==> src/rtl/frame_dispatch_scheduler.sv <==
// Round-robin dispatcher that hands whole frames of the shared pixel-group stream to idle image-processor lanes.
// Defining FRAME_DISPATCH_TIMEOUT_EN adds a per-lane drain watchdog (TIMEOUT_CYC); without it DRAIN ends only on CELL_NUM.
module frame_dispatch_scheduler #(
   parameter int IP_AMT      = 4,
   parameter int IP_ADDR_W   = (IP_AMT > 1) ? $clog2(IP_AMT) : 1,
   parameter int PGROUP_NUM  = 2400,
   parameter int CELL_NUM    = 1200,
   parameter int FRAME_CNT_W = 16,
   parameter int TIMEOUT_CYC = 4096
) (
   input  logic                   s_aclk,
   input  logic                   s_aresetn,
   input  logic                   frame_req_i,
   output logic                   frame_gnt_o,
   output logic                   route_vld_o,
   output logic [IP_ADDR_W-1:0]   route_dest_o,
   input  logic                   pgroup_hs_i,
   input  logic                   pgroup_last_i,
   input  logic [IP_AMT-1:0]      cell_hs_i,
   output logic [2*IP_AMT-1:0]    ip_state_o,
   output logic [FRAME_CNT_W-1:0] frame_cnt_o,
   output logic                   err_o
);
   localparam int PG_W   = $clog2(PGROUP_NUM + 1);
   localparam int CELL_W = $clog2(CELL_NUM + 1);

   typedef enum logic [1:0] {
      ST_IDLE  = 2'b00,
      ST_LOAD  = 2'b01,
      ST_DRAIN = 2'b10
   } lane_state_t;

   logic [IP_AMT-1:0]      idle_vec;
   logic [IP_AMT-1:0]      load_vec;
   logic [IP_AMT-1:0]      err_set;
   logic                   gnt_hit;
   logic [IP_ADDR_W-1:0]   gnt_lane;
   logic [IP_ADDR_W-1:0]   rr_next;
   logic                   grant_now;
   logic                   beat;
   logic [PG_W-1:0]        pg_inc;
   logic                   pg_full;
   logic                   load_end;
   logic                   frame_err;

   logic                   gnt_reg;
   logic                   vld_reg;
   logic [IP_ADDR_W-1:0]   dest_reg;
   logic [IP_ADDR_W-1:0]   rr_reg;
   logic [PG_W-1:0]        pg_cnt_reg;
   logic [FRAME_CNT_W-1:0] frame_cnt_reg;
   logic                   err_reg;

   if (IP_AMT < 1 || TIMEOUT_CYC < 1) begin : g_param_check
      $error("frame_dispatch_scheduler: IP_AMT and TIMEOUT_CYC must be >= 1");
   end

   // First idle lane at or after rr_reg; walking k downward lets the nearest lane win.
   always_comb begin
      int                   idx;
      logic [IP_ADDR_W-1:0] lane_w;
      gnt_hit  = 1'b0;
      gnt_lane = '0;
      idx      = 0;
      lane_w   = '0;
      for (int k = IP_AMT - 1; k >= 0; k--) begin
         idx = int'(rr_reg) + k;
         if (idx >= IP_AMT) idx = idx - IP_AMT;
         lane_w = idx[IP_ADDR_W-1:0];
         if (idle_vec[lane_w]) begin
            gnt_hit  = 1'b1;
            gnt_lane = lane_w;
         end
      end
   end

   assign rr_next   = (int'(gnt_lane) == IP_AMT - 1) ? '0 : gnt_lane + 1'b1;
   assign grant_now = frame_req_i && !(|load_vec) && gnt_hit;

   assign beat      = pgroup_hs_i && vld_reg;
   assign pg_inc    = pg_cnt_reg + 1'b1;
   assign pg_full   = (pg_inc == PG_W'(PGROUP_NUM));
   assign load_end  = beat && (pgroup_last_i || pg_full);
   assign frame_err = beat && (pgroup_last_i != pg_full);

   always_ff @(posedge s_aclk or negedge s_aresetn) begin
      if (!s_aresetn) begin
         gnt_reg       <= 1'b0;
         vld_reg       <= 1'b0;
         dest_reg      <= '0;
         rr_reg        <= '0;
         pg_cnt_reg    <= '0;
         frame_cnt_reg <= '0;
         err_reg       <= 1'b0;
      end else begin
         gnt_reg <= grant_now;
         if (grant_now) begin
            vld_reg       <= 1'b1;
            dest_reg      <= gnt_lane;
            rr_reg        <= rr_next;
            frame_cnt_reg <= frame_cnt_reg + 1'b1;
         end else if (load_end) begin
            vld_reg <= 1'b0;
         end
         if (load_end) begin
            pg_cnt_reg <= '0;
         end else if (beat) begin
            pg_cnt_reg <= pg_inc;
         end
         if (frame_err || (|err_set)) begin
            err_reg <= 1'b1;
         end
      end
   end

   for (genvar gi = 0; gi < IP_AMT; gi++) begin : g_lane
      lane_state_t       state_reg;
      lane_state_t       state_next;
      logic [CELL_W-1:0] cell_cnt_reg;
      logic [CELL_W-1:0] cell_cnt_next;
      logic              lane_gnt;
      logic              lane_load_end;
      logic              wd_fire;
`ifdef FRAME_DISPATCH_TIMEOUT_EN
      localparam int TO_W = $clog2(TIMEOUT_CYC + 1);
      logic [TO_W-1:0]   idle_cnt_reg;
      logic [TO_W-1:0]   idle_cnt_next;
`endif

      assign lane_gnt      = grant_now && (gnt_lane == IP_ADDR_W'(gi));
      assign lane_load_end = load_end && (dest_reg == IP_ADDR_W'(gi));

      always_comb begin
         state_next    = state_reg;
         cell_cnt_next = cell_cnt_reg;
         wd_fire       = 1'b0;
`ifdef FRAME_DISPATCH_TIMEOUT_EN
         idle_cnt_next = '0;
`endif
         case (state_reg)
            ST_IDLE: begin
               if (lane_gnt) state_next = ST_LOAD;
            end
            ST_LOAD: begin
               if (lane_load_end) state_next = ST_DRAIN;
            end
            ST_DRAIN: begin
               if (cell_hs_i[gi]) begin
                  if (cell_cnt_reg == CELL_W'(CELL_NUM - 1)) begin
                     state_next    = ST_IDLE;
                     cell_cnt_next = '0;
                  end else begin
                     cell_cnt_next = cell_cnt_reg + 1'b1;
                  end
               end
`ifdef FRAME_DISPATCH_TIMEOUT_EN
               else if (idle_cnt_reg == TO_W'(TIMEOUT_CYC - 1)) begin
                  state_next    = ST_IDLE;
                  cell_cnt_next = '0;
                  wd_fire       = 1'b1;
               end else begin
                  idle_cnt_next = idle_cnt_reg + 1'b1;
               end
`endif
            end
            default: state_next = ST_IDLE;
         endcase
      end

      always_ff @(posedge s_aclk or negedge s_aresetn) begin
         if (!s_aresetn) begin
            state_reg    <= ST_IDLE;
            cell_cnt_reg <= '0;
`ifdef FRAME_DISPATCH_TIMEOUT_EN
            idle_cnt_reg <= '0;
`endif
         end else begin
            state_reg    <= state_next;
            cell_cnt_reg <= cell_cnt_next;
`ifdef FRAME_DISPATCH_TIMEOUT_EN
            idle_cnt_reg <= idle_cnt_next;
`endif
         end
      end

      assign idle_vec[gi]         = (state_reg == ST_IDLE);
      assign load_vec[gi]         = (state_reg == ST_LOAD);
      assign err_set[gi]          = wd_fire;
      assign ip_state_o[2*gi +: 2] = state_reg;
   end

   assign frame_gnt_o  = gnt_reg;
   assign route_vld_o  = vld_reg;
   assign route_dest_o = dest_reg;
   assign frame_cnt_o  = frame_cnt_reg;
   assign err_o        = err_reg;
endmodule

==> config.mk <==
export PLATFORM = sky130hd
export DESIGN_NAME = frame_dispatch_scheduler
export DESIGN_NICKNAME = d
export VERILOG_FILES = /design/src/rtl/frame_dispatch_scheduler.sv
export SDC_FILE = /design/constraint.sdc
export NUM_CORES = 1
export LEC_CHECK = 0
export CAP_MARGIN = 40
export CORE_AREA = 4 4 99 101
export CTS_CLUSTER_DIAMETER = 50
export DETAILED_ROUTE_END_ITERATION = 16
export DIE_AREA = 0 0 103 105
export GPL_ROUTABILITY_DRIVEN = 0
export PLACE_DENSITY = 0.69
export SYNTH_ARGS = -nofsm -noshare
export SYNTH_HDL_FRONTEND = slang
export SYNTH_SLANG_ARGS = --single-unit
export TNS_END_PERCENT = 10
==> constraint.sdc <==
create_clock -name s_aclk -period 2.7 [get_ports s_aclk]
set_input_delay 0.27 -clock s_aclk [delete_from_list [all_inputs] [get_ports s_aclk]]
set_output_delay 0.27 -clock s_aclk [all_outputs]
set_load 0.05 [all_outputs]
After elaboration in Yosys (flattened, before gate mapping)
Cells that the tools add are included.
Operators by class
  add/sub/neg operators: 14
  magnitude comparators: 8
  equality and inequality tests: 37
  mux-type cells: 49
  reduce and logical (&&, ||, !) cells: 32
Operator list (count)
  $mux W2: 25
  $add A11 B1 Y11 const B: 4
  $eq A11 B11 Y1 const B: 4
  $mux W11: 4
  $mux W12: 2
  $pmux W2 S3: 4
  $add A16 B1 Y16 const B: 1
  $eq A2 B2 Y1 const B: 8
  $ne A2 B1 Y1 const B: 8
  $ne A2 B2 Y1 const B: 8
  $reduce_and A4 Y1: 4
  $eq A2 B1 Y1 const B: 7
  $logic_and A1 B1 Y1: 13
  $add A12 B1 Y12 const B: 1
  $eq A12 B12 Y1 const B: 1
  $logic_not A2 Y1: 6
  $lt A2 B3 Y1 const B: 4
  $mux W1: 10
  $ge A3 B3 Y1 const B: 3
  $bmux W1 S2: 4
  $reduce_and A2 Y1: 4
  $sub A2 B1 Y2 const B: 4
  $add A2 B2 Y3 const B: 2
  $reduce_bool A2 Y1: 2
  other kinds (7): 7
Word-level totals
  bits in registers: 87
  input bits: 9

Depth between registers and ports, before layout
Gate-level depths: netlist of run 1.
  depth in word-level cells: 13
  gate-level depth with buffers: 12
  mapped depth without buffers: 12

Worst setup path after synthesis of run 1
Ideal clock, no wire load.
  kind: reg-to-reg
  start point: reg pg_cnt_reg[0]
  end point: reg g_lane[1].state_reg[0]
  arrival time: 2.086 ns
  data required time: 2.555 ns
  path slack: 0.469 ns
  cell stages (with the launch flop): 13
  path buffers: 0
  cell sequence: dfrtp_1 > ha_1 > and3_1 > nand2_1 > xor2_1 > nor3_1 > o21ai_0 > ha_1 > nand3b_1 > nor2_1 > nand2_1 > a22oi_1 > nor2_1
On the way
  word-level cells in the longest chain between the ends: 7
Ends and longest elaborated chain
  start: declaration: RTL line 50  | logic [PG_W-1:0] pg_cnt_reg;
  start signal: assignment: RTL line 108  | pg_cnt_reg <= pg_inc;
  $add A12 B1 Y12: RTL line 81  | assign pg_inc = pg_cnt_reg + 1'b1;
  $eq A12 B12 Y1: RTL line 82  | assign pg_full = (pg_inc == PG_W'(PGROUP_NUM));
  $logic_or A1 B1 Y1: RTL line 83  | assign load_end = beat && (pgroup_last_i || pg_full);
  $logic_and A1 B1 Y1: RTL line 83
  $logic_and A1 B1 Y1: RTL line 131  | assign lane_load_end = load_end && (dest_reg == IP_ADDR_W'(gi));
  $ne A2 B1 Y1 (no source line)
  $reduce_and A4 Y1 (no source line)
  end signal: assignment: RTL line 178  | state_reg <= state_next;
  end: declaration: RTL line 117  | lane_state_t state_reg;
Every way passes these cells.
A chain may end at the register's enable or synchronous reset.

Final worst setup path of run 1
Same ends and word-level chain as after synthesis.

==> impl_metrics.py, run 1 <==
metrics = {
    "synthesis": {
        "synth.avg_cell_area_um2": 10.1,
        "ys_warn_count": 0,
        "ys_seq_elements": 87,
        "ys_types": 47,
        "yosys.area_share.simple_pct": 26.0,
        "post-synth-top-count-cell": "dfrtp_1",
        "synth_top_area_share_pct": 50.3,
        "ys.flop_type": "dfrtp_1",
        "synth_top_family_by_area": "simple AND/OR/NAND/NOR gates",
        "syn_area_um2": 4330,
        "postSynth.asyncResetShare_pct": 100,
        "postSynthCellCount": 431,
        "synth.area.mux_share_pct": 1.04,
        "syn_nets": 451,
        "ys_seq_area_share_pct": 50.3,
        "yosys-top-cells-area": "dfrtp_1 (50%), xnor2_1 (5.9%), nand3_1 (3.9%)",
        "synth_enable_flop_cells": 0,
        "yosys.area.top_type": "dfrtp_1",
        "synth-xor-area-share_pct": 9.30,
        "synthAdderAreaFrac_pct": 3.18,
        "synth_common_cells": "dfrtp_1 (87), nand2_1 (44), nor2_1 (40), nand3_1 (34), xnor2_1 (29)",
        "synth-compound-area-share_pct": 9.16,
    },
    "status": {
        "status": "complete, no violations",
    },
    "drt": {
        "vias": 3335,
        "routedWlPerCell_um": 14.4,
        "vias_per_cell": 5.61,
        "route.detailed.drc": 0,
        "drt-total-wl_um": 8570,
        "first_pass_iters": 4,
        "ant_nets": 0,
        "drt_iter0_drc": 154,
    },
    "floorplan": {
        "die_area_um2": 10800,
        "start_util_pct": 48.0,
        "die_w_um": 103,
        "core_um2": 9020,
        "ioPinCount": 38,
        "rows": 35,
        "die_h_um": 105,
    },
    "setup_path": {
        "r2r_cells": 12,
        "end_kind": "register",
        "cp.arrival_ns": 2.73,
        "rrSetupSlack_ns": 0.20,
        "crit_fanout": 6,
        "critical_path_class": "reg2reg",
        "r2r_end": "g_lane[1].state_reg[0]$_DFFE_PN0P_",
        "rr_startpoint": "pg_cnt_reg[0]$_DFFE_PN0P_",
        "startpoint_type": "register",
        "required_ns": 2.93,
    },
    "finish": {
        "drive_gt1_share_pct": 7.02,
        "diodes": 0,
        "nets": 500,
        "stdcell_area_um2": 5100,
        "area_growth_pct": 17.7,
        "largest_register_ffs": 44,
    },
    "timing": {
        "fmax_ghz": 0.400,
        "worst_slew_pin_slew_ns": 0.824,
        "setup-violations-final": 0,
        "max_slew_margin_pct": 44.5,
        "maxSlewViolCount": 0,
        "fin_tns_setup_ns": 0,
        "rsz0062_at_grt": "no",
        "min_period_over_period_pct": 92.6,
        "finalClockSkew_ns": 0.0145,
        "fin_ws_ns": 0.200,
        "min_period_ns": 2.50,
        "finalHoldViolations": 0,
    },
    "hold_path": {
        "hp-class": "in2async",
    },
    "power": {
        "peakVddDrop_v": 0.000765,
        "pwr_density_cell_nw_per_um2": 811,
        "finalPower_mw": 4.13,
        "p_leak_nw": 2.22,
    },
    "cts": {
        "numCtsBuffers": 9,
        "htreeDepth": 3,
        "cts_tree": "done",
        "insertion_delay_ns": 0.36,
        "cts_sinks": 87,
        "clk_pin_slew_ns": 0.09,
        "root_buffer": "clkbuf_8",
        "cts.path.max_buffers": 2,
    },
    "place": {
        "portBuffers": 37,
        "dp_hpwl_um": 5960,
        "post-place-ws_ns": 0.223,
        "placed_cell_area_um2": 4850,
    },
    "global_route": {
        "grt_antenna_before_repair": 0,
        "grt_start_max_net_pins": 48,
        "first_global_vias": 3342,
        "globalRouteTotalUtil_pct": 17.2,
        "gr-total-overflow": 0,
        "grt_pass1_wl_um": 15200,
    },
    "flow_run": {
        "maxCapViolCount": 0,
    },
}
repair_timing:
| action | 4_1_cts | 5_1_grt |
|---|---|---|
| hold buffers | 1 | 0 |
| gates resized for setup | 0 | 1 |
| setup buffers | 0 | 1 |
| endpoints found under the setup margin | 0 | 1 |
| hold endpoints to repair | 46 | 0 |
stage by stage:
stage                     util (%)  std cells  hold slack (ns)
after CTS                     56.4        594            0.474
after global routing          56.5        595            0.509
final                         56.5        595            0.462
after detailed placement      53.8        578            0.332
after floorplan                  -        431          -0.0256
after global placement        53.8        578            0.326
how the worst max path moves through the flow:
stage / start / to / slack (ns) / cells after the start
after floorplan: pg_cnt_reg[0]$_DFFE_PN0P_ / g_lane[1].state_reg[0]$_DFFE_PN0P_ / 0.47 / 12
after global placement: pg_cnt_reg[0]$_DFFE_PN0P_ / g_lane[1].state_reg[0]$_DFFE_PN0P_ / 0.39 / 12
after detailed placement: pg_cnt_reg[0]$_DFFE_PN0P_ / g_lane[1].state_reg[0]$_DFFE_PN0P_ / 0.22 / 12
after CTS: pg_cnt_reg[0]$_DFFE_PN0P_ / g_lane[1].state_reg[0]$_DFFE_PN0P_ / 0.19 / 12
after global routing: pg_cnt_reg[0]$_DFFE_PN0P_ / g_lane[1].state_reg[0]$_DFFE_PN0P_ / 0.01 / 12
final: pg_cnt_reg[0]$_DFFE_PN0P_ / g_lane[1].state_reg[0]$_DFFE_PN0P_ / 0.20 / 12
cell families after synthesis:
logic type | after synthesis
compound gates | 61
xor+xnor | 46
fa+ha+maj | 11
buf+inv | 9
flops | 87
mux | 4
simple gates | 213
cell usage in the layout (no fill, tap or decap), drive strengths merged, types with 11 or more instances in the layout:
cell type      synthesis  final
dfrtp                 87     87
a21o                  12     12
o21ai                 17     17
nand4                 21     21
nor2                  40     40
clkbuf                 3     11
xnor2                 29     29
nand3                 34     34
nand2                 44     44
clkdlybuf4s50          0     36
nor3                  12     12
xor2                  17     17
ha                    11     11
area by class of cell:
type	count	area [um2]
Clock inverter	4	77.6
Sequential cell	87	2180
Fill cell	797	3920
Timing Repair Buffer	43	428
Tap cell	111	139
Multi-Input combinational cell	335	2110
Inverter	4	15.0
Clock buffer	11	151
where the power goes:
| part | internal, mW | switching [mW] | total [mW] |
|---|---|---|---|
| clock network | 0.572 | 0.465 | 1.04 |
| registers | 1.49 | 0.273 | 1.76 |
| logic | 0.520 | 0.818 | 1.34 |
| total | 2.58 | 1.56 | 4.13 |
per-layer routing:
metal	share of wire, %	up-vias	GRT usage [%]
li1	-	1642	-
met1	47	1619	23.7
met2	47	64	26.6
met3	4.5	10	4.01
met4	1.6	0	5.92
met5	0	-	0
worst max-delay path: stages (launching register included):
cell	delay [ns]
dfrtp_1	0.40
ha_2	0.23
and3_1	0.21
nand2_1	0.11
xor2_1	0.15
nor3_1	0.14
o21ai_0	0.13
ha_1	0.22
nand3b_1	0.29
nor2_1	0.14
nand2_1	0.08
a22oi_1	0.21
nor2_1	0.06
No activity file was read; power rests on OpenSTA's default activity.
==> run 2, diff against run 1 <==
--- a/config.mk
+++ b/config.mk
@@ -6,10 +6,10 @@
 export NUM_CORES = 1
 export LEC_CHECK = 0
 export CAP_MARGIN = 40
-export CORE_AREA = 4 4 99 101
+export CORE_AREA = 4 4 76 131
 export CTS_CLUSTER_DIAMETER = 50
 export DETAILED_ROUTE_END_ITERATION = 16
-export DIE_AREA = 0 0 103 105
+export DIE_AREA = 0 0 80 135
 export GPL_ROUTABILITY_DRIVEN = 0
 export PLACE_DENSITY = 0.69
 export SYNTH_ARGS = -nofsm -noshare
==> run 2 against run 1 <==
Net effect: die area down 0.14%; critical path depth unchanged; non-clock buffer count stayed put; flip-flop and latch count unchanged; routed wire length increased by 0.28%; sequential share of layout area is 0.53 points lower; clock power rose by 13%; global-route usage up 0.11 points; fmax grew 2.0%; worst setup slack gained 0.049 ns; sequential power about the same; register-to-register slack better by 0.05 ns.
==> impl_metrics.py, run 2 (synthesis results as in run 1) <==
metrics = {
    "status": {
        "status": "complete, no violations",
    },
    "place": {
        "dp_hpwl_um": 6110,
        "post-place-ws_ns": 0.203,
        "portBuffers": 37,
    },
    "global_route": {
        "grt_start_max_net_pins": 48,
        "met1_usage_pct": 20.8,
        "grt_antenna_before_repair": 0,
        "first_global_vias": 3316,
        "grt_pass1_wl_um": 14900,
        "globalRouteTotalUtil_pct": 17.4,
        "use_met2_pct": 29.2,
        "grt-busiest-layer": "met2",
        "gr-usage-met3_pct": 4.07,
        "gr-total-overflow": 0,
    },
    "drt": {
        "routedWlPerCell_um": 14.2,
        "vias": 3351,
        "ant_nets": 0,
        "drt-total-wl_um": 8590,
        "vias_per_cell": 5.55,
        "drt_iter0_drc": 144,
        "route.detailed.drc": 0,
        "first_pass_iters": 4,
    },
    "power": {
        "peakVddDrop_v": 0.000673,
        "clock_power_share_pct": 27.7,
        "seqPwrFrac_pct": 41.2,
        "power.switching_mw": 1.54,
        "p_leak_nw": 2.25,
        "switching_share_pct": 36.2,
        "combPwrFrac_pct": 31.0,
        "pwr_density_cell_nw_per_um2": 823,
        "power.internal_mw": 2.71,
    },
    "timing": {
        "maxSlewViolCount": 0,
        "worst_slew_pin_slew_ns": 0.899,
        "fin_ws_ns": 0.249,
        "fin_tns_setup_ns": 0,
        "max_slew_margin_pct": 39.5,
        "min_period_over_period_pct": 90.8,
        "fmax_ghz": 0.408,
        "setup-violations-final": 0,
        "finalHoldViolations": 0,
        "min_period_ns": 2.45,
        "finalClockSkew_ns": 0.00435,
        "rsz0062_at_grt": "no",
    },
    "setup_path": {
        "required_ns": 2.92,
        "startpoint_type": "register",
        "critical_path_class": "reg2reg",
        "crit_fanout": 6,
        "cp.arrival_ns": 2.67,
        "end_kind": "register",
    },
    "finish": {
        "nets": 500,
        "drive_gt1_share_pct": 7.02,
        "diodes": 0,
        "area_growth_pct": 19.2,
        "final_common_cell": "dfrtp_1",
        "final_cell_mix": "dfrtp_1 (87), nand2_1 (44), nor2_1 (40)",
        "largest_register_ffs": 44,
    },
    "floorplan": {
        "die_w_um": 80,
        "core_um2": 8980,
        "die_h_um": 135,
        "die_area_um2": 10800,
        "rows": 46,
        "start_util_pct": 48.2,
        "ioPinCount": 38,
    },
    "cts": {
        "cts_sinks": 87,
        "cts.path.max_buffers": 2,
        "root_buffer": "clkbuf_16",
        "htreeDepth": 3,
        "numCtsBuffers": 9,
        "insertion_delay_ns": 0.33,
        "cts_tree": "done",
        "clk_pin_slew_ns": 0.06,
    },
    "hold_path": {
        "hp-class": "in2async",
    },
    "flow_run": {
        "maxCapViolCount": 0,
    },
}
==> run 2: changes by cell type in the layout (fill, tap and decap cells not counted), sizes merged <==
cell / change
clkinv: +3
bufinv: -1
clkbuf: -1
inv: -1
==> run 2: repair_timing <==
item,4_1_cts,5_1_grt
hold buffers,1,0
gates resized for setup,0,2
endpoints found under the setup margin,0,1
buffers inserted,0,1
hold endpoints to repair,40,0
==> run 2: power by group through the flow <==
stage | logic, mW | clock network [mW] | registers (mW)
after CTS | 1.34 | 1.22 | 1.75
after global routing | 1.45 | 1.26 | 1.79
after global placement | 1.30 | 0 | 1.77
final | 1.32 | 1.18 | 1.75
after detailed placement | 1.33 | 0 | 1.78
after floorplan | 0.590 | 0 | 2.07
==> run 2: cell type report <==
cell class | count | area, um2
Timing Repair Buffer | 43 | 428
Inverter | 4 | 15.0
Tap cell | 120 | 150
Clock buffer | 10 | 229
Sequential cell | 87 | 2180
Fill cell | 798 | 3810
Clock inverter | 5 | 50.0
Multi-Input combinational cell | 335 | 2110
==> run 2: worst paths after layout <==
path                                           startpoint                                      to  slack (ns)  depth (start not counted)
worst max register to register  pg_cnt_reg[0]$_DFFE_PN0P_      g_lane[1].state_reg[0]$_DFFE_PN0P_        0.25                         12
min in group s_aclk                     err_o$_DFFE_PN0P_                       err_o$_DFFE_PN0P_        0.47                          1
worst min-delay path                            s_aresetn  g_lane[0].cell_cnt_reg[10]$_DFFE_PN0P_        0.46                          2
max in group asynchronous                       s_aresetn                   rr_reg[1]$_DFFE_PN0P_        1.60                          3
worst max-delay path            pg_cnt_reg[0]$_DFFE_PN0P_      g_lane[1].state_reg[0]$_DFFE_PN0P_        0.25                         12
worst min register to register          err_o$_DFFE_PN0P_                       err_o$_DFFE_PN0P_        0.47                          1
==> run 2: per-layer routing <==
layer | wire length (um) | part of all wire, %
met5 | 0 | 0
met1 | 3650 | 43
met2 | 4450 | 52
met4 | 180 | 2.1
met3 | 308 | 3.6
==> run 2: worst max-delay path: stages, from the launching register on <==
cell	delay (ns)
dfrtp_1	0.39
ha_2	0.23
and3_1	0.21
nand2_1	0.11
xor2_1	0.16
nor3_1	0.14
o21ai_0	0.13
ha_2	0.22
nand3b_1	0.27
nor2_1	0.14
nand2_1	0.08
a22oi_1	0.20
nor2_1	0.06
==> run 2: through the flow <==
step / hold WS, ns / util, % / total power, mW / cell area [um2] / std cells
after floorplan: -0.0256 / - / 2.66 / 4330 / 431
after global placement: 0.299 / 54.2 / 3.07 / 4860 / 587
after detailed placement: 0.304 / 54.2 / 3.10 / 4860 / 587
after CTS: 0.478 / 57.4 / 4.31 / 5150 / 603
after global routing: 0.499 / 57.5 / 4.50 / 5160 / 604
final: 0.465 / 57.5 / 4.25 / 5160 / 604
==> run 3, diff against run 2 <==
--- a/config.mk
+++ b/config.mk
@@ -5,13 +5,14 @@
 export SDC_FILE = /design/constraint.sdc
 export NUM_CORES = 1
 export LEC_CHECK = 0
+export ABC_CLOCK_PERIOD_IN_PS = 2700
 export CAP_MARGIN = 40
 export CORE_AREA = 4 4 76 131
 export CTS_CLUSTER_DIAMETER = 50
 export DETAILED_ROUTE_END_ITERATION = 16
 export DIE_AREA = 0 0 80 135
+export DONT_BUFFER_PORTS = 1
 export GPL_ROUTABILITY_DRIVEN = 0
-export PLACE_DENSITY = 0.69
 export SYNTH_ARGS = -nofsm -noshare
 export SYNTH_HDL_FRONTEND = slang
 export SYNTH_SLANG_ARGS = --single-unit
==> run 3 against run 2 <==
Net effect: utilization fell by 2.6 points; die area unchanged; cell area fell by 4.5%; global-route usage grew 0.28 points; routed wire length up 0.50%; total power down 1.1%; sequential share of layout area rose by 2.0 points; clock power rose by 5%; final cell count shrank 3.5%; fmax increased by 0.57%; clock skew grew 0.0055 ns; critical endpoint is now g_lane[0].state_reg[0]$_DFFE_PN0P_; highest routed layer unchanged.
==> impl_metrics.py, run 3 (synthesis results as in run 1) <==
metrics = {
    "cts": {
        "htreeDepth": 3,
        "cts.path.max_buffers": 2,
        "insertion_delay_ns": 0.35,
        "cts_tree": "done",
        "cts_sinks": 87,
        "post_cts_resized": 0,
        "root_buffer": "clkbuf_16",
        "clk_pin_slew_ns": 0.06,
        "numCtsBuffers": 9,
    },
    "finish": {
        "largest_register_ffs": 44,
        "nets": 478,
        "final_util_pct": 54.9,
        "area_growth_pct": 13.8,
        "final_cell_mix": "dfrtp_1 (87), nand2_1 (44), nor2_1 (40)",
        "drive_gt1_share_pct": 10.4,
        "final_common_cell": "dfrtp_1",
        "stdcell_area_um2": 4930,
        "diodes": 0,
    },
    "setup_path": {
        "crit_fanout": 5,
        "end_kind": "register",
        "startpoint_type": "register",
        "required_ns": 2.92,
        "critical_path_class": "reg2reg",
        "r2r_end": "g_lane[0].state_reg[0]$_DFFE_PN0P_",
        "rr_startpoint": "pg_cnt_reg[0]$_DFFE_PN0P_",
        "cp.arrival_ns": 2.65,
        "r2r_cells": 11,
        "rrSetupSlack_ns": 0.26,
    },
    "timing": {
        "min_period_ns": 2.44,
        "finalHoldViolations": 0,
        "rsz0062_at_grt": "no",
        "setup-violations-final": 0,
        "min_period_over_period_pct": 90.3,
        "fmax_ghz": 0.410,
        "maxSlewViolCount": 0,
        "fin_ws_ns": 0.263,
        "worst_slew_pin_slew_ns": 0.716,
        "finalClockSkew_ns": 0.00981,
        "fin_tns_setup_ns": 0,
        "max_slew_margin_pct": 51.8,
    },
    "floorplan": {
        "die_area_um2": 10800,
        "die_h_um": 135,
        "rows": 46,
        "die_w_um": 80,
        "core_um2": 8980,
        "ioPinCount": 38,
        "start_util_pct": 48.2,
    },
    "place": {
        "placed_cell_area_um2": 4580,
        "post-place-ws_ns": 0.221,
        "dp_hpwl_um": 6090,
        "portBuffers": 0,
    },
    "drt": {
        "routedWlPerCell_um": 14.8,
        "first_pass_iters": 4,
        "vias_per_cell": 5.52,
        "drt-total-wl_um": 8630,
        "ant_nets": 0,
        "route.detailed.drc": 0,
        "vias": 3217,
        "drt_iter0_drc": 127,
    },
    "global_route": {
        "grt_start_max_net_pins": 88,
        "gr-total-overflow": 0,
        "grt_antenna_before_repair": 0,
        "grt_pass1_wl_um": 15100,
        "first_global_vias": 3274,
        "globalRouteTotalUtil_pct": 17.6,
    },
    "power": {
        "p_leak_nw": 2.20,
        "pwr_density_cell_nw_per_um2": 852,
        "peakVddDrop_v": 0.000550,
    },
    "status": {
        "status": "complete, no violations",
    },
    "flow_run": {
        "maxCapViolCount": 0,
    },
    "hold_path": {
        "timing.hold.worst.start": "pgroup_hs_i",
        "min_delay_path_depth": 1,
        "hold_end": "err_o$_DFFE_PN0P_",
        "hp-class": "in2reg",
    },
}
[run 3: worst max-delay path by stage]
| stage | end | slack, ns | from |
|---|---|---|---|
| floorplan | g_lane[1].state_reg[0]$_DFFE_PN0P_ | 0.47 | pg_cnt_reg[0]$_DFFE_PN0P_ |
| global placement | g_lane[1].state_reg[0]$_DFFE_PN0P_ | 0.27 | pg_cnt_reg[0]$_DFFE_PN0P_ |
| detailed placement | g_lane[1].state_reg[0]$_DFFE_PN0P_ | 0.22 | pg_cnt_reg[0]$_DFFE_PN0P_ |
| CTS | g_lane[1].state_reg[0]$_DFFE_PN0P_ | 0.20 | pg_cnt_reg[0]$_DFFE_PN0P_ |
| global route | g_lane[1].state_reg[0]$_DFFE_PN0P_ | 0.01 | pg_cnt_reg[0]$_DFFE_PN0P_ |
| finish | g_lane[0].state_reg[0]$_DFFE_PN0P_ | 0.26 | pg_cnt_reg[0]$_DFFE_PN0P_ |
[run 3: where the power goes]
part | leakage, nW | switching, mW | internal (mW)
registers | 1.17 | 0.368 | 1.48
clock network | 0.145 | 0.519 | 0.718
logic | 0.884 | 0.693 | 0.420
[run 3: metrics by stage]
| step | hold slack [ns] | instances | total power, mW |
|---|---|---|---|
| CTS | 0.0795 | 581 | 4.25 |
| finish | 0.0895 | 583 | 4.20 |
| global route | 0.0982 | 583 | 4.46 |
| global placement | -0.0213 | 563 | 2.93 |
| floorplan | -0.0256 | 431 | 2.66 |
| detailed placement | -0.0212 | 563 | 2.97 |
[run 3: layout make-up]
| type | instances | area [um2] |
|---|---|---|
| clock buffer | 9 | 225 |
| clock inverter | 7 | 73.8 |
| fill | 842 | 4050 |
| inverter | 4 | 15.0 |
| multi-input combinational | 335 | 2110 |
| sequential | 87 | 2180 |
| tap | 120 | 150 |
| timing repair buffer | 21 | 180 |
[run 3: repair_timing]
| action | in CTS | in global routing |
|---|---|---|
| hold buffers | 2 | 0 |
| endpoints found under the setup margin | 0 | 1 |
| setup buffers | 0 | 2 |
| hold endpoints to repair | 87 | 0 |
[run 3: critical path, cell delays in order, from the launching register on]
cell      delay (ns)
dfrtp_1         0.38
ha_1            0.25
and3_1          0.22
nand2_1         0.11
xor2_1          0.15
nor3_1          0.14
o21ai_0         0.11
ha_1            0.23
nand3b_1        0.26
buf_4           0.19
o31ai_1         0.18
a21oi_1         0.10
[run 3: layer usage]
layer	routed length [um]	vias to the layer above	track usage, %
li1	-	1594	-
met1	3530	1562	20.9
met2	4460	45	29.6
met3	447	16	5.01
met4	193	0	7.42
met5	0	-	0
